===== config.mk =====
export PLATFORM = sky130hd
export DESIGN_NAME = serial_pattern_matcher
export DESIGN_NICKNAME = d
export VERILOG_FILES = /design/src/rtl/serial_pattern_matcher.sv
export SDC_FILE = /design/constraint.sdc
export NUM_CORES = 1
export LEC_CHECK = 0
export ABC_AREA = 1
export BUFFER_PORTS_ARGS = -buffer_cell sky130_fd_sc_hd__clkbuf_2
export CAP_MARGIN = 20
export CORE_MARGIN = 2
export CORE_UTILIZATION = 51
export CTS_CLUSTER_DIAMETER = 100
export DETAILED_ROUTE_END_ITERATION = 8
export PLACE_DENSITY = 0.9
export SLEW_MARGIN = 20
export SYNTH_ARGS = -nofsm -noshare
export SYNTH_HDL_FRONTEND = slang
export SYNTH_SLANG_ARGS = --single-unit

===== constraint.sdc =====
create_clock -name clk -period 1.8 [get_ports clk]
set_clock_uncertainty 0.15 [all_clocks]
set_input_delay 0.36 -clock clk [delete_from_list [all_inputs] [get_ports clk]]
set_output_delay 0.36 -clock clk [all_outputs]
set_load 0.02 [all_outputs]

===== src/rtl/serial_pattern_matcher.sv =====
// Serial pattern matcher: shifts a bit stream into a PATTERN_W window and flags masked matches.
// Optional saturating match counter compiled in with `define PATTERN_MATCH_COUNT_EN.
module serial_pattern_matcher #(
   parameter int unsigned PATTERN_W = 8,
   parameter int unsigned CNT_W     = 16
) (
   input  logic                 clk,
   input  logic                 rst,
   input  logic                 enable,
   input  logic                 serial_pattern,
   input  logic                 cfg_load,
   input  logic [PATTERN_W-1:0] cfg_pattern,
   input  logic [PATTERN_W-1:0] cfg_mask,
   input  logic                 cfg_overlap,
   input  logic                 count_clear,
   output logic                 pattern_detected,
   output logic [CNT_W-1:0]     match_count
);

   localparam int unsigned FILL_W = $clog2(PATTERN_W + 1);
   localparam logic [FILL_W-1:0] FILL_FULL = FILL_W'(PATTERN_W);

   typedef enum logic [1:0] {
      IDLE,
      FILL,
      ARMED
   } state_e;

   state_e state;

   logic [PATTERN_W-1:0] win_q, win_d;
   logic [FILL_W-1:0]    fill_q, fill_d;
   logic [PATTERN_W-1:0] pat_q, pat_d;
   logic [PATTERN_W-1:0] msk_q, msk_d;
   logic                 ovl_q, ovl_d;
   logic                 det_q, det_d;

   logic [PATTERN_W-1:0] win_n;
   logic [FILL_W-1:0]    fill_n;
   logic                 hit;

   // State is a view of fill/enable rather than a separate register.
   always_comb begin
      if (!enable)                 state = IDLE;
      else if (fill_q == FILL_FULL) state = ARMED;
      else                         state = FILL;
   end

   always_comb begin
      win_d  = win_q;
      fill_d = fill_q;
      pat_d  = pat_q;
      msk_d  = msk_q;
      ovl_d  = ovl_q;
      det_d  = 1'b0;
      win_n  = {win_q[PATTERN_W-2:0], serial_pattern};
      fill_n = (state == ARMED) ? FILL_FULL : fill_q + 1'b1;
      hit    = (fill_n == FILL_FULL) && (((win_n ^ pat_q) & msk_q) == '0);

      if (cfg_load) begin
         pat_d  = cfg_pattern;
         msk_d  = cfg_mask;
         ovl_d  = cfg_overlap;
         fill_d = '0;
      end else begin
         case (state)
            IDLE: fill_d = '0;
            FILL, ARMED: begin
               win_d  = win_n;
               det_d  = hit;
               fill_d = (hit && !ovl_q) ? '0 : fill_n;
            end
            default: fill_d = '0;
         endcase
      end
   end

   always_ff @(posedge clk or posedge rst) begin
      if (rst) begin
         win_q  <= '0;
         fill_q <= '0;
         pat_q  <= '0;
         msk_q  <= '1;
         ovl_q  <= 1'b1;
         det_q  <= 1'b0;
      end else begin
         win_q  <= win_d;
         fill_q <= fill_d;
         pat_q  <= pat_d;
         msk_q  <= msk_d;
         ovl_q  <= ovl_d;
         det_q  <= det_d;
      end
   end

   assign pattern_detected = det_q;

`ifdef PATTERN_MATCH_COUNT_EN
   logic [CNT_W-1:0] cnt_q, cnt_d;

   // Clear beats a same-cycle increment; saturate instead of wrapping.
   always_comb begin
      cnt_d = cnt_q;
      if (count_clear)
         cnt_d = '0;
      else if (det_d && (cnt_q != '1))
         cnt_d = cnt_q + 1'b1;
   end

   always_ff @(posedge clk or posedge rst) begin
      if (rst) cnt_q <= '0;
      else     cnt_q <= cnt_d;
   end

   assign match_count = cnt_q;
`else
   logic unused_count_clear;
   assign unused_count_clear = count_clear;
   assign match_count        = '0;
`endif

endmodule


==> impl_metrics.toml, run 1 <==
[outcome]
outcome = "finished clean"

[timing]
final-max-slew-violation-count = 0
fin_crit_sh_pct = 84.88
final-hold-violation-count = 0
setup_ws_ns = 0.2722
finalSetupViolations = 0
timing.fmax_mhz = 654.5
rsz0062_at_grt = "no"
setup_total_negative_slack_ns = 0
timing.final.crit_period_ns = 1.528

[synth]
ys.flop_type = "sky130_fd_sc_hd__dfrtp_1"
syn-instance-count = 168
synthesis.area_um2 = 1485
synthesis.yosys.warnings = 0
synth.top_cells.by_count = "sky130_fd_sc_hd__nand2_1 (41), sky130_fd_sc_hd__inv_1 (25), sky130_fd_sc_hd__dfrtp_1 (20), sky130_fd_sc_hd__buf_4 (17), sky130_fd_sc_hd__o21ai_0 (17)"
synth_async_sr_flop_share_pct = 100.0
yosysUniqueCellTypes = 21
ys_ff_latch = 29
yosysSeqAreaShare_pct = 49.62
yosys.cell_count.top_type = "sky130_fd_sc_hd__nand2_1"
ranking_of_synthesized_cells_by_area = "sky130_fd_sc_hd__dfrtp_1 (34%), sky130_fd_sc_hd__dfstp_2 (16%), sky130_fd_sc_hd__nand2_1 (10%)"
synth_area_per_cell_um2 = 8.840
yosys.area.top_type = "sky130_fd_sc_hd__dfrtp_1"
synth-edff-count = 0
synth_largest_type_area_fraction_pct = 33.70

[clock_network]
clkSlewWorstSetupHoldPaths_ns = 0.09
cts-buffers-inserted = 5
cts_post_setup_buffers_inserted = 0
clockRootBuffer = "sky130_fd_sc_hd__clkbuf_4"
tritoncts_clock_tree = "yes"
clockBufferDepth = 2
clock_tree.htree_level_count = 2
cts.sink_count = 29
clock_latency_of_the_later_clocked_register_in_the_worst_skew_pair_ns = 0.33

[critical_path]
r2r_setup_slack_ns = 0.27
cp_data_arrival_time_ns = 1.60
critical_path.endpoint = "fill_q[3]$_DFF_PP0_"
critical_path.reg2reg.endpoint = "fill_q[3]$_DFF_PP0_"
r2r_cells = 8
timing.critical_path.required_ns = 1.87
r2r-start = "fill_q[0]$_DFF_PP0_"
worstSetupStartpointType = "flop"
critPathLaunch = "fill_q[0]$_DFF_PP0_"
crit_path_end_kind = "flop"
worst-path-max-fanout = 4
critPathKind = "reg -> reg"

[global_routing]
grt_usage_pct = 17.73
via_count_of_the_first_global_routing_pass = 1086
globalRouteOverflowTotal = 0
grt_start_max_net_pins = 30
grt_antenna_before_repair = 0
first_pass_grt_wire_length_um = 4409

[power_and_ir_drop]
p_comb_share_pct = 16.4
fraction_of_power_spent_switching_nets_pct = 29.41
cellInternalPower_mw = 0.9636
vdd_ir_drop_max_uv = 540.4
p_sw_mw = 0.4014
power_per_cell_area_nw_per_um2 = 847.1
leakagePower_nw = 0.8393
power.share.sequential_pct = 56.7
clockPowerShare_pct = 27.0

[die]
die_width_um = 57.97
floorplan.core_area_um2 = 2758
fp-row-count = 19
die_height_um = 57.97
floorplan.initialDensity_pct = 53.86
die_area_um2 = 3360
top_level_ports = 40

[cells_and_area]
layout.nets = 220
stdcell_area_um2 = 1612
flow.area_growth_from_synthesis_pct = 8.509
final_core_util_pct = 58.44
final_layout_size_suffix_gt1_share_pct = 28.06
antenna-diode-count = 0
post_layout_nonfiller_instances = 227

[placed_design]
dp_worst_setup_slack_ns = 0.2858
numPlacedInstances = 218
io_buffers = 22
place.gp.congestion = 0.7756
hpwl_um = 1854
postPlaceCellArea_um2 = 1550

[route]
remaining_antenna_violation_count = 0
vias_per_cell = 4.828
drt_pass1_iterations = 4
first_iter_violations = 19
wl_per_cell_um = 10.75
routed_wire_length_um = 2441
detailroute.via_count = 1096
remaining_routing_drc_violations = 0

[worst_hold_path]
worst_hold_path_type = "in -> reg"

[job]
timing.max_cap.violations = 0
-- logic make-up (layout without fill, tap and decap cells) --
family	after synthesis	count (layout)	synth area share, %
adder cells (fa/ha/maj)	2	2	1.685
buffers and inverters	46	59	17.02
multiplexers	8	8	6.066
AO/OA/AOI/OAI	20	20	6.992
AND/OR/NAND/NOR	62	62	18.37
flip-flops	29	29	49.62
other	1	16	0.2525
-- power by group through the flow --
stage | clock network [mW] | registers, mW | logic [mW]
floorplan | 0 | 0.772 | 0.201
global placement | 0 | 0.781 | 0.213
detailed placement | 0 | 0.785 | 0.223
CTS | 0.380 | 0.773 | 0.227
global route | 0.411 | 0.782 | 0.262
finish | 0.368 | 0.773 | 0.224
-- critical path, stage by stage (launching register included) --
cell	delay [ns]
sky130_fd_sc_hd__dfrtp_1	0.40
sky130_fd_sc_hd__inv_1	0.10
sky130_fd_sc_hd__ha_1	0.30
sky130_fd_sc_hd__inv_1	0.07
sky130_fd_sc_hd__nand2_1	0.05
sky130_fd_sc_hd__nor2_1	0.09
sky130_fd_sc_hd__nand2_1	0.08
sky130_fd_sc_hd__nor2_1	0.10
sky130_fd_sc_hd__a21oi_1	0.07
-- cells in the final DEF, fill, tap and decap left out --
| cell type | n |
|---|---|
| sky130_fd_sc_hd__clkinv_2 | 2 |
| sky130_fd_sc_hd__nand3_2 | 1 |
| sky130_fd_sc_hd__nor3_2 | 1 |
| sky130_fd_sc_hd__dfrtp_1 | 20 |
| sky130_fd_sc_hd__o21ai_2 | 1 |
| sky130_fd_sc_hd__a21oi_1 | 2 |
| sky130_fd_sc_hd__dfstp_2 | 9 |
| sky130_fd_sc_hd__inv_1 | 25 |
| sky130_fd_sc_hd__nand4_1 | 2 |
| sky130_fd_sc_hd__mux2_2 | 8 |
| sky130_fd_sc_hd__nand3_1 | 8 |
| sky130_fd_sc_hd__clkbuf_1 | 1 |
| sky130_fd_sc_hd__buf_4 | 2 |
| sky130_fd_sc_hd__clkbuf_4 | 5 |
| sky130_fd_sc_hd__nor2_4 | 1 |
| sky130_fd_sc_hd__dlygate4sd3_1 | 1 |
| sky130_fd_sc_hd__clkbuf_2 | 22 |
| sky130_fd_sc_hd__nand2_2 | 2 |
| sky130_fd_sc_hd__conb_1 | 16 |
| sky130_fd_sc_hd__nand2_1 | 41 |
| sky130_fd_sc_hd__ha_1 | 2 |
| sky130_fd_sc_hd__inv_2 | 1 |
| sky130_fd_sc_hd__o21ai_0 | 17 |
| sky130_fd_sc_hd__nor2_1 | 6 |
-- stage by stage --
stage / power [mW] / hold slack, ns
finish: 1.365 / 0.07441
global route: 1.454 / 0.09597
CTS: 1.380 / 0.06866
detailed placement: 1.009 / 0.2723
global placement: 0.9941 / 0.2775
floorplan: 0.9731 / 0.2814
-- state kept, by name (all words and copies together), names as in the netlist --
name,count
msk_q,8
pat_q,8
win_q,7
fill_q,4
ovl_q,1
pattern_detected,1
-- final cells by class --
cell class | instances | area [µm²]
Tap cell | 31 | 38.79
Clock inverter | 2 | 10.01
Sequential cell | 29 | 737.0
Multi-Input combinational cell | 108 | 551.8
Fill cell | 263 | 1146
Timing Repair Buffer | 25 | 135.1
Inverter | 26 | 97.59
Clock buffer | 6 | 41.29
-- worst min path at each step --
stage | from | to | slack [ns] | cells past startpoint
after global placement | rst | pat_q[7]$_DFFE_PP0P_ | 0.28 | 3
after global routing | cfg_overlap | ovl_q$_DFFE_PP1P_ | 0.1 | 3
after CTS | cfg_overlap | ovl_q$_DFFE_PP1P_ | 0.07 | 3
after detailed placement | rst | pat_q[7]$_DFFE_PP0P_ | 0.27 | 3
after floorplan | rst | fill_q[0]$_DFF_PP0_ | 0.28 | 1
final | cfg_overlap | ovl_q$_DFFE_PP1P_ | 0.07 | 3
-- layer usage --
layer  vias up  part of all wire, %  global-route usage (%)
met1       513                   44                   20.90
li1        542                    -                       -
met4         0                  2.4                   7.973
met5         -                    0                       0
met2        31                   47                   29.22
met3        10                  6.3                   6.250
-- timing repair --
| item | in CTS | in global routing |
|---|---|---|
| hold endpoints to repair | 20 | 0 |
| hold buffers | 1 | 0 |
| resized for setup | 0 | 0 |
(Power assumes the default switching activity.)
==> run 2: changes to the inputs <==
==> constraint.sdc (replaced) <==
create_clock -name clk -period 1.45 [get_ports clk]
set_clock_uncertainty 0.15 [all_clocks]
set_input_delay 0.29 -clock clk [delete_from_list [all_inputs] [get_ports clk]]
set_output_delay 0.29 -clock clk [all_outputs]
set_load 0.02 [all_outputs]
==> impl_metrics.toml, run 2 (same netlist as run 1, synthesis figures left out) <==
[clock_network]
clkSlewWorstSetupHoldPaths_ns = 0.09
clockRootBuffer = "sky130_fd_sc_hd__clkbuf_4"
clock_latency_of_the_later_clocked_register_in_the_worst_skew_pair_ns = 0.33
clock_tree.htree_level_count = 2
cts.sink_count = 29
cts-buffers-inserted = 5
clockBufferDepth = 2
tritoncts_clock_tree = "yes"

[timing]
finalSetupViolations = 0
final-max-slew-violation-count = 0
fin_crit_sh_pct = 99.26
timing.fmax_mhz = 694.8
final-hold-violation-count = 0
rsz0062_at_grt = "yes"
finalHoldWorstSlack_ns = 0.003301
timing.final.crit_period_ns = 1.439
setup_total_negative_slack_ns = 0

[cells_and_area]
post_layout_nonfiller_instances = 233
flow.area_growth_from_synthesis_pct = 13.06
final_layout_size_suffix_gt1_share_pct = 34.65
final_cell_mix = "sky130_fd_sc_hd__nand2_1 (39), sky130_fd_sc_hd__clkbuf_2 (22), sky130_fd_sc_hd__inv_1 (21)"
nFillCells = 241
antenna-diode-count = 0
regArea_um2 = 737.0
stdcell_area_um2 = 1679
layout.nets = 226
multi_input_gate_area_in_the_final_layout_um2 = 574.3
layout_top_registers = "msk_q: 8 flops, pat_q: 8 flops, win_q: 7 flops"
layout.cells.most_common = "sky130_fd_sc_hd__nand2_1"

[critical_path]
crit_path_end_kind = "flop"
critPathKind = "reg -> reg"
timing.critical_path.required_ns = 1.52
worst-path-max-fanout = 3
cp_data_arrival_time_ns = 1.51
worstSetupStartpointType = "flop"

[global_routing]
grt_antenna_before_repair = 0
grt_start_max_net_pins = 30
first_pass_grt_wire_length_um = 4209
grt_usage_pct = 16.80
globalRouteOverflowTotal = 0
via_count_of_the_first_global_routing_pass = 1055

[power_and_ir_drop]
leakagePower_nw = 0.8683
vdd_ir_drop_max_uv = 734.6
power_per_cell_area_nw_per_um2 = 1026

[die]
floorplan.initialDensity_pct = 53.86
fp-row-count = 19
die_width_um = 57.97
die_area_um2 = 3360
die_height_um = 57.97
floorplan.core_area_um2 = 2758
top_level_ports = 40

[worst_hold_path]
worst_hold_path_type = "in -> reg"

[placed_design]
postPlaceCellArea_um2 = 1580
io_buffers = 22
hpwl_um = 1861
place.gp.congestion = 0.7931
numPlacedInstances = 222

[route]
first_iter_violations = 20
wl_per_cell_um = 10.67
remaining_routing_drc_violations = 0
drt_pass1_iterations = 4
remaining_antenna_violation_count = 0
vias_per_cell = 4.725
routed_wire_length_um = 2486
detailroute.via_count = 1101

[job]
timing.max_cap.violations = 0

[outcome]
outcome = "finished clean"
==> run 2: area by class of cell <==
cell class | instances | area share [%]
clock inverter | 2 | 0.5961
clock buffer | 6 | 2.459
multi-input combinational | 108 | 34.20
sequential | 29 | 43.89
tap | 31 | 2.310
timing repair buffer | 31 | 10.73
inverter | 26 | 5.812
==> run 2: timing repair <==
| item | CTS | global route |
|---|---|---|
| endpoints found under the setup margin | 1 | 2 |
| pin swaps | 2 | 3 |
| hold buffers | 1 | 0 |
| buffers inserted | 2 | 0 |
| gates resized for setup | 2 | 7 |
| endpoints found under the hold margin | 20 | 0 |
==> run 2: critical path, cell delays in order, from the launching register on <==
cell                      delay [ns]
sky130_fd_sc_hd__dfrtp_1        0.43
sky130_fd_sc_hd__inv_2          0.09
sky130_fd_sc_hd__ha_4           0.20
sky130_fd_sc_hd__inv_2          0.06
sky130_fd_sc_hd__nand2_2        0.05
sky130_fd_sc_hd__nor2_2         0.12
sky130_fd_sc_hd__nand2_2        0.07
sky130_fd_sc_hd__nor2_1         0.10
sky130_fd_sc_hd__a21oi_1        0.06
==> run 2: path summary, 6_finish.rpt <==
path | start | end | slack, ns | cells after the start
worst max-delay path | fill_q[0]$_DFF_PP0_ | fill_q[3]$_DFF_PP0_ | 0.01 | 8
worst min-delay path | cfg_overlap | ovl_q$_DFFE_PP1P_ | 0.003 | 3
worst max register to register | fill_q[0]$_DFF_PP0_ | fill_q[3]$_DFF_PP0_ | 0.01 | 8
worst min register to register | msk_q[0]$_DFFE_PP1P_ | msk_q[0]$_DFFE_PP1P_ | 0.35 | 2
max in group asynchronous | rst | msk_q[0]$_DFFE_PP1P_ | 0.43 | 4
min in group asynchronous | rst | pat_q[7]$_DFFE_PP0P_ | 0.39 | 4
==> run 2: per-layer routing <==
| metal | routed length [µm] | vias up | track usage (%) |
|---|---|---|---|
| li1 | - | 553 | - |
| met4 | 74 | 0 | 9.967 |
| met5 | 0 | - | 0 |
| met2 | 1236 | 30 | 27.44 |
| met1 | 1056 | 508 | 19.88 |
| met3 | 118 | 10 | 4.464 |
==> run 2: power by group <==
group / internal, mW / switching (mW) / total (mW)
combinational: 0.120 / 0.185 / 0.304
sequential: 0.908 / 0.0529 / 0.961
clock: 0.184 / 0.274 / 0.458
==> run 2: through the flow <==
stage,utilization [%],power [mW],setup slack (ns)
floorplan,-,1.208,0.05523
global placement,57.30,1.243,0.02502
detailed placement,57.30,1.261,-0.04213
CTS,60.53,1.727,0.007831
global route,60.89,1.825,-0.06010
finish,60.89,1.723,0.01080
==> run 3: changes to the inputs <==
--- a/config.mk
+++ b/config.mk
@@ -9,10 +9,10 @@
 export BUFFER_PORTS_ARGS = -buffer_cell sky130_fd_sc_hd__clkbuf_2
 export CAP_MARGIN = 20
 export CORE_MARGIN = 2
-export CORE_UTILIZATION = 51
+export CORE_UTILIZATION = 45
 export CTS_CLUSTER_DIAMETER = 100
 export DETAILED_ROUTE_END_ITERATION = 8
-export PLACE_DENSITY = 0.9
+export PLACE_DENSITY = 0.8
 export SLEW_MARGIN = 20
 export SYNTH_ARGS = -nofsm -noshare
 export SYNTH_HDL_FRONTEND = slang
==> impl_metrics.toml, run 3 (same netlist as run 1, synthesis figures left out) <==
[cells_and_area]
final_cell_mix = "sky130_fd_sc_hd__nand2_1 (40), sky130_fd_sc_hd__inv_1 (22), sky130_fd_sc_hd__clkbuf_2 (22)"
final_layout_size_suffix_gt1_share_pct = 34.15
layout.cells.most_common = "sky130_fd_sc_hd__nand2_1"
flow.area_growth_from_synthesis_pct = 15.67
nFillCells = 299
layout.nets = 229
antenna-diode-count = 0
multi_input_gate_area_in_the_final_layout_um2 = 571.8
regArea_um2 = 737.0
stdcell_area_um2 = 1718
layout_top_registers = "msk_q: 8 flops, pat_q: 8 flops, win_q: 7 flops"
final_core_util_pct = 55.36

[route]
first_iter_violations = 26
wl_per_cell_um = 10.14
vias_per_cell = 4.430
drt_pass1_iterations = 4
routed_wire_length_um = 2526
remaining_routing_drc_violations = 0
detailroute.via_count = 1103
remaining_antenna_violation_count = 0

[global_routing]
grt_start_max_net_pins = 30
grt_antenna_before_repair = 0
grt_usage_pct = 16.05
first_pass_grt_wire_length_um = 4284
via_count_of_the_first_global_routing_pass = 1041
globalRouteOverflowTotal = 0

[clock_network]
clkSlewWorstSetupHoldPaths_ns = 0.10
clock_latency_of_the_later_clocked_register_in_the_worst_skew_pair_ns = 0.34
cts.sink_count = 29
clockRootBuffer = "sky130_fd_sc_hd__clkbuf_4"
tritoncts_clock_tree = "yes"
clock_tree.htree_level_count = 2
clockBufferDepth = 2
cts-buffers-inserted = 5

[outcome]
outcome = "finished clean"

[power_and_ir_drop]
vdd_ir_drop_max_uv = 696.0
power_per_cell_area_nw_per_um2 = 1004
leakagePower_nw = 0.8800
total_power_mw = 1.725

[timing]
final-hold-violation-count = 0
rsz0062_at_grt = "yes"
final-max-slew-violation-count = 0
timing.fmax_mhz = 695.2
timing.final.crit_period_ns = 1.438
finalSetupViolations = 0
setup_total_negative_slack_ns = 0
fin_crit_sh_pct = 99.20

[die]
die_height_um = 61.45
floorplan.core_area_um2 = 3103
floorplan.initialDensity_pct = 47.86
die_area_um2 = 3776
die_width_um = 61.45
fp-row-count = 20
top_level_ports = 40

[critical_path]
cp_data_arrival_time_ns = 1.54
critPathKind = "reg -> reg"
crit_path_end_kind = "flop"
worst-path-max-fanout = 3
worstSetupStartpointType = "flop"
timing.critical_path.required_ns = 1.56

[job]
timing.max_cap.violations = 0

[placed_design]
io_buffers = 22
place.gp.congestion = 0.7841
hpwl_um = 1897
postPlaceCellArea_um2 = 1604

[worst_hold_path]
worst_hold_path_type = "in -> reg"
-- run 3: cell count changes in the layout (fill, tap and decap cells not counted), sizes merged --
cell         delta
buf             +2
dlygate4sd3     +1
-- run 3: layer usage --
| layer | up-vias | track usage [%] | wire [µm] |
|---|---|---|---|
| met3 | 7 | 3.151 | 119 |
| li1 | 561 | - | - |
| met1 | 503 | 19.32 | 1079 |
| met2 | 32 | 25.99 | 1247 |
| met5 | - | 0 | 0 |
| met4 | 0 | 10.94 | 80 |
-- run 3: layout make-up --
cell class / count / share of cell area, %
timing repair buffer: 34 / 11.94
multi-input combinational: 108 / 33.28
clock inverter: 2 / 0.5827
inverter: 26 / 5.681
clock buffer: 6 / 2.403
tap: 44 / 3.205
sequential: 29 / 42.90
-- run 3: timing repair --
action	CTS	global route
pin swaps	4	1
setup endpoints to repair	1	2
resized for setup	3	4
hold buffers	2	0
cloned	0	0
buffers inserted	3	0
endpoints found under the hold margin	21	0
-- run 3: final timing paths --
kind	from	to	slack [ns]	cells past startpoint
max in group asynchronous	rst	msk_q[1]$_DFFE_PP1P_	0.44	4
worst max register to register	fill_q[0]$_DFF_PP0_	pattern_detected$_DFF_PP0_	0.01	8
worst max-delay path	fill_q[0]$_DFF_PP0_	pattern_detected$_DFF_PP0_	0.01	8
worst min register to register	win_q[1]$_DFFE_PP0P_	win_q[2]$_DFFE_PP0P_	0.35	2
worst min-delay path	cfg_pattern[4]	pat_q[4]$_DFFE_PP0P_	0.01	3
min in group asynchronous	rst	pat_q[4]$_DFFE_PP0P_	0.38	4
-- run 3: power by group --
group,switching (mW),leakage (nW),internal [mW],total (mW)
combinational,0.179,0.500,0.125,0.304
sequential,0.0528,0.348,0.908,0.961
clock,0.276,0.0320,0.184,0.460
total,0.508,0.880,1.22,1.73
-- run 3: worst max-delay path: stages, from the launching register on --
cell and delay [ns]:
sky130_fd_sc_hd__dfrtp_1 0.42, sky130_fd_sc_hd__inv_2 0.09, sky130_fd_sc_hd__ha_4 0.20, sky130_fd_sc_hd__inv_2 0.05
sky130_fd_sc_hd__nand2_2 0.04, sky130_fd_sc_hd__nor2_1 0.09, sky130_fd_sc_hd__nand2_1 0.08, sky130_fd_sc_hd__buf_4 0.14
sky130_fd_sc_hd__nor3_2 0.09
-- run 3: metrics by stage --
step	setup slack, ns	cells	hold slack [ns]
2_1_floorplan	0.05523	183	0.2114
3_3_place_gp	0.02817	236	0.2191
3_5_place_dp	-0.01900	236	0.2048
4_1_cts	0.01529	249	0.003554
5_1_grt	-0.06250	249	0.01566
6_report	0.01162	249	0.01066
